[src/rtl/riscv_fetch_prefetch.sv]
// Instruction-fetch stage: issues word fetches under a credit limit, buffers returned words
// in a small prefetch FIFO and feeds the IF/ID register; redirects flush and drop stale fetches.
module riscv_fetch_prefetch #(
    parameter int unsigned DEPTH    = 4,
    parameter logic [31:0] RESET_PC = 32'h0000_0000,
    parameter logic [31:0] NOP_IR   = 32'h0000_0013
) (
    input  logic        clock,
    input  logic        reset,
    output logic        imem_req_valid,
    input  logic        imem_req_ready,
    output logic [31:0] imem_req_addr,
    input  logic        imem_rsp_valid,
    input  logic [31:0] imem_rsp_data,
    input  logic        stall,
    input  logic        redirect_valid,
    input  logic [31:0] redirect_pc,
    output logic        ifid_valid,
    output logic [31:0] ifid_ir,
    output logic [31:0] ifid_pc
);

    localparam int unsigned PW = $clog2(DEPTH);
    localparam int unsigned CW = PW + 1;
    localparam logic [CW:0] CREDITS = DEPTH[CW:0];
    localparam logic [31:0] RESET_PC_ALIGNED = {RESET_PC[31:2], 2'b00};

    logic [31:0]   fetch_pc;
    logic [31:0]   rsp_pc;
    logic [31:0]   fifo_ir [DEPTH];
    logic [31:0]   fifo_pc [DEPTH];
    logic [PW-1:0] rd_ptr;
    logic [PW-1:0] wr_ptr;
    logic [CW-1:0] fifo_count;
    logic [CW-1:0] inflight;
    logic [CW-1:0] drop;
    logic [CW:0]   occupancy;
    logic [31:0]   redirect_target;
    logic          accept;
    logic          rsp_fire;
    logic          push;
    logic          pop;
    logic          fifo_empty;
    logic [CW-1:0] accept_inc;
    logic [CW-1:0] rsp_dec;
    logic [CW-1:0] push_inc;
    logic [CW-1:0] pop_dec;
    logic          unused_redirect_bits;

    assign unused_redirect_bits = ^redirect_pc[1:0];
    assign redirect_target      = {redirect_pc[31:2], 2'b00};

    // Buffered plus in-flight words never exceed DEPTH, so the FIFO cannot overflow.
    assign occupancy      = {1'b0, fifo_count} + {1'b0, inflight};
    assign fifo_empty     = (fifo_count == '0);
    assign imem_req_valid = !reset && !redirect_valid && (occupancy < CREDITS);
    assign imem_req_addr  = fetch_pc;
    assign accept         = imem_req_valid && imem_req_ready;

    // Responses with nothing outstanding are leftovers from before a reset.
    assign rsp_fire = imem_rsp_valid && (inflight != '0);
    assign push     = rsp_fire && (drop == '0) && !redirect_valid;
    assign pop      = !redirect_valid && !stall && !fifo_empty;

    assign accept_inc = {{(CW-1){1'b0}}, accept};
    assign rsp_dec    = {{(CW-1){1'b0}}, rsp_fire};
    assign push_inc   = {{(CW-1){1'b0}}, push};
    assign pop_dec    = {{(CW-1){1'b0}}, pop};

    always_ff @(posedge clock) begin
        if (reset) begin
            fetch_pc <= RESET_PC_ALIGNED;
        end else if (redirect_valid) begin
            fetch_pc <= redirect_target;
        end else if (accept) begin
            fetch_pc <= fetch_pc + 32'd4;
        end
    end

    // On redirect every fetch still outstanding (minus one returning now) becomes stale.
    always_ff @(posedge clock) begin
        if (reset) begin
            inflight <= '0;
            drop     <= '0;
        end else begin
            inflight <= inflight + accept_inc - rsp_dec;
            if (redirect_valid) begin
                drop <= inflight - rsp_dec;
            end else if (rsp_fire && (drop != '0)) begin
                drop <= drop - CW'(1);
            end
        end
    end

    always_ff @(posedge clock) begin
        if (reset) begin
            rsp_pc <= RESET_PC_ALIGNED;
        end else if (redirect_valid) begin
            rsp_pc <= redirect_target;
        end else if (push) begin
            rsp_pc <= rsp_pc + 32'd4;
        end
    end

    always_ff @(posedge clock) begin
        if (push) begin
            fifo_ir[wr_ptr] <= imem_rsp_data;
            fifo_pc[wr_ptr] <= rsp_pc;
        end
    end

    always_ff @(posedge clock) begin
        if (reset || redirect_valid) begin
            rd_ptr     <= '0;
            wr_ptr     <= '0;
            fifo_count <= '0;
        end else begin
            if (push) begin
                wr_ptr <= wr_ptr + PW'(1);
            end
            if (pop) begin
                rd_ptr <= rd_ptr + PW'(1);
            end
            fifo_count <= fifo_count + push_inc - pop_dec;
        end
    end

    // IF/ID only ever takes words already in the FIFO, giving one edge of latency past capture.
    always_ff @(posedge clock) begin
        if (reset) begin
            ifid_valid <= 1'b0;
            ifid_ir    <= NOP_IR;
            ifid_pc    <= 32'h0000_0000;
        end else if (redirect_valid) begin
            ifid_valid <= 1'b0;
            ifid_ir    <= NOP_IR;
        end else if (stall) begin
            ifid_valid <= ifid_valid;
        end else if (pop) begin
            ifid_valid <= 1'b1;
            ifid_ir    <= fifo_ir[rd_ptr];
            ifid_pc    <= fifo_pc[rd_ptr];
        end else begin
            ifid_valid <= 1'b0;
            ifid_ir    <= NOP_IR;
        end
    end

    assert property (@(posedge clock) disable iff (reset) drop <= inflight);
    assert property (@(posedge clock) disable iff (reset) occupancy <= CREDITS);
    assert property (@(posedge clock) disable iff (reset) imem_req_addr[1:0] == 2'b00);

endmodule

[config.mk]
export PLATFORM = sky130hd
export DESIGN_NAME = riscv_fetch_prefetch
export DESIGN_NICKNAME = d
export VERILOG_FILES = /design/src/rtl/riscv_fetch_prefetch.sv
export SDC_FILE = /design/constraint.sdc
export NUM_CORES = 1
export LEC_CHECK = 0
export BUFFER_PORTS_ARGS = -buffer_cell sky130_fd_sc_hd__buf_4
export CAP_MARGIN = 30
export CORE_MARGIN = 8
export CORE_UTILIZATION = 43
export CTS_BUF_LIST = sky130_fd_sc_hd__clkbuf_4 sky130_fd_sc_hd__clkbuf_8
export DETAILED_ROUTE_END_ITERATION = 8
export SETUP_SLACK_MARGIN = 0.02
export SYNTH_ARGS = -nofsm -noshare
export SYNTH_HDL_FRONTEND = slang
export SYNTH_SLANG_ARGS = --single-unit
[constraint.sdc]
create_clock -name clock -period 4.1 [get_ports clock]
set_clock_uncertainty 0.1 [all_clocks]
set_input_delay 0.41 -clock clock [delete_from_list [all_inputs] [get_ports clock]]
set_output_delay 0.41 -clock clock [all_outputs]
set_load 0.01 [all_outputs]
==> impl_results.md <==
- Number of levels in the clock H-tree: 3
- Total global-route track usage: 16.99%
- Detailed Route WL: 35.34 mm
- Via-to-Cell Ratio: 5.234
- Kind of path behind the tightest hold check: in2reg
- Number of enable flip-flop cells after synthesis: 248
- Result of the run: finished clean
- Full die area: 0.04168 mm²
- Setup repair after global routing missed its margin: false
- TritonCTS clock tree: yes
- Cells traversed along the worst timing path: inv_1, ha_1, nand3b_1, buf_4, nor3_1, and2_2, buf_4
- Starting DRC count in detailed routing: 401
- Setup TNS Final: 0 ps
- Post-layout nets: 1413
- Grt ovf: 0
- Diode count: 0
- Initial antenna violation count: 0
- Wirelength per Cell: 19.21 µm
- Die Y-Extent: 204.2 µm
- Gate count of the mapped netlist: 1085
- Post-route cell area: 0.01884 mm²
- Clock slew at reported path FFs: 60 ps
- Sum of net half-perimeters after detailed placement: 22.53 mm
- Mean Syn Cell Area: 14.03 µm²
- Clock sink count: 386
- Routed vias: 9625
- DRC violations left: 0
- Post-synthesis sequential area ratio: 67.07%
- Die width: 204.2 µm
- Cell repeated most along the worst path: buf_4
- Top_reg_cell synth: edfxtp_1
- Buf/Inv on CP: 3
- Kind of cell adding the most delay to the critical path: simple AND/OR/NAND/NOR gates
- Root buffer cell: clkbuf_8
- Layout overhead on the synthesized area: 23.75%
- Register bit count reported by yosys: 386
- Crit path largest cell delay: 750 ps
- CP Launch Point: drop[0]
- Number of pins with negative max-slew slack in the final report: 0
- Worst-case clock buffer depth: 3
- Peak fanout along the critical path: 37
- 1st-pass router iterations: 5
- Placed standard-cell area: 0.01694 mm²
- Yosys Warn Count: 0
- Crit path arrival time: 3190 ps
- Final critical-path required period: 3076 ps
- Period utilization: 75.02%
- Pleak: 6.531 nW
- Worst endpoint required time: 4220 ps
- Achievable frequency: 325.1 MHz
- Least-Margin Pin Slew: 971.1 ps
- Antenna violation net count after detailed routing: 0
- Setup violation total in the final timing report: 0
- Clock buffer count from CTS: 67
- Area of the mapped netlist: 0.01522 mm²
- Clk Latency, worst-skew pair: 600 ps
- Final Hold Viols: 0
- Synth unique cells: 56
- Power density relative to cell area: 462.4 mW/mm²
- Critical R2R Launch: drop[0]
- Endpoint class of the critical path: register
- Max-cap viol count: 0
- Most used cells in the layout excluding fill and tap cells: edfxtp_1, buf_4, dfxtp_1, nand2_1
- Starting Density: 43.22%
- Class of the most critical setup path: reg2reg
- Vias in the first global route: 9934
- Startpoint class of the critical path: register
- Ratio of cells with drive above 1 in the final layout: 27.72%
- Num ports: 168
- Launch instance of the worst min-delay path: redirect_pc[8]
- Most common library cell in the layout ignoring fill and taps: edfxtp_1
- Peak supply drop: 0.0003047 V
- Relative slew slack: 35.26%
- Quantity of I/O buffers inserted on ports: 161
- Largest net degree at the start of global routing: 85
- Area inside the core boundary: 0.03522 mm²
- Async set-or-reset flop fraction in the synthesized netlist: 0%
- Placer Congestion: 0.8598
- Library cell contributing the largest single delay on the critical path: and2_2
- Wire length of the first global-routing pass: 55.76 mm
- Number of rows in the core area: 69
-- registers in the layout, summed over array words and instances, names as in the netlist, named ones only --
name,flops
fifo_ir,128
fifo_pc,120
ifid_ir,32
ifid_pc,30
imem_req_addr,30
rsp_pc,30
drop,3
fifo_count,3
inflight,3
rd_ptr,2
wr_ptr,2
ifid_valid,1
-- path summary, 6_finish.rpt --
check / endpoint / slack [ps] / cells past startpoint
hold / removal: rsp_pc[8] / 60 / 3
hold reg to reg: ifid_pc[18] / 360 / 2
setup reg to reg: fifo_pc[2][27] / 1020 / 7
setup / recovery: fifo_pc[2][27] / 1020 / 7
-- kinds of logic after synthesis --
| logic type | count (synthesis) | share of synthesized area (%) |
|---|---|---|
| DFF | 386 | 67.07 |
| and+or+nand+nor | 304 | 9.559 |
| AOI/OAI and AO/OA | 170 | 7.192 |
| buffers and inverters | 95 | 2.466 |
| muxes | 70 | 9.748 |
| xor gates and xnor gates | 41 | 2.359 |
| adders and majority gates | 18 | 1.578 |
| other | 1 | 0.02464 |
-- worst min-delay path: stages --
cell	delay [ps]
buf_4	70
nand2_1	100
a21oi_1	130
-- power breakdown --
part / internal [mW] / switching (mW)
clock: 2.03 / 1.55
combinational: 0.333 / 0.375
sequential: 4.30 / 0.125
total: 6.67 / 2.04
-- layout make-up --
cell class	count	area, µm²
fill	2964	16390
sequential	386	10210
multi-input combinational	607	4653
timing repair buffer	231	1869
clock buffer	101	1246
tap	461	576.8
clock inverter	21	157.7
inverter	32	120.1
-- metrics by stage --
step	hold slack (ps)	power [mW]	cells	util [%]	setup WS, ps
5_1_grt	40.39	9.092	1839	53.48	707.9
4_1_cts	3.239	8.827	1839	53.48	945.0
3_5_place_dp	349.5	5.185	1668	48.10	948.4
3_3_place_gp	346.0	5.173	1666	48.02	934.5
2_1_floorplan	358.3	4.907	1088	-	928.8
6_report	57.29	8.710	1839	53.48	1024
-- Yosys cell counts (all sizes together) (11+ instances only) --
library cell / number / share of area (%)
nand2: 112 / 2.8
xor2: 18 / 1.0
buf: 11 / 0.39
dfxtp: 138 / 18
clkbuf: 52 / 1.3
nand3: 23 / 0.76
edfxtp: 248 / 49
inv: 32 / 0.79
xnor2: 23 / 1.3
ha: 16 / 1.3
o21ai: 11 / 0.36
a21boi: 16 / 0.79
nand4: 20 / 0.86
nor4: 13 / 0.62
a21oi: 64 / 2.1
a211oi: 16 / 0.79
nor2: 78 / 1.9
a22oi: 30 / 1.5
mux4: 62 / 9.2
nor3: 17 / 0.63
-- routing by layer --
metal  part of all wire (%)  wire length [µm]  global-route usage (%)  up-vias
li1                       -                 -                       -     4574
met1                     45             16040                   22.89     4735
met2                     47             16470                   26.55      251
met3                    5.4              1909                   3.931       65
met4                    2.6               917                   6.351        0
met5                      0                 0                       0        -
-- timing repair --
item                      in CTS  in global routing
hold buffers                  49                  0
resized for setup              0                  0
setup buffers                  0                  0
hold endpoints to repair     155                  0
No activity file was read; power rests on OpenSTA's default activity.
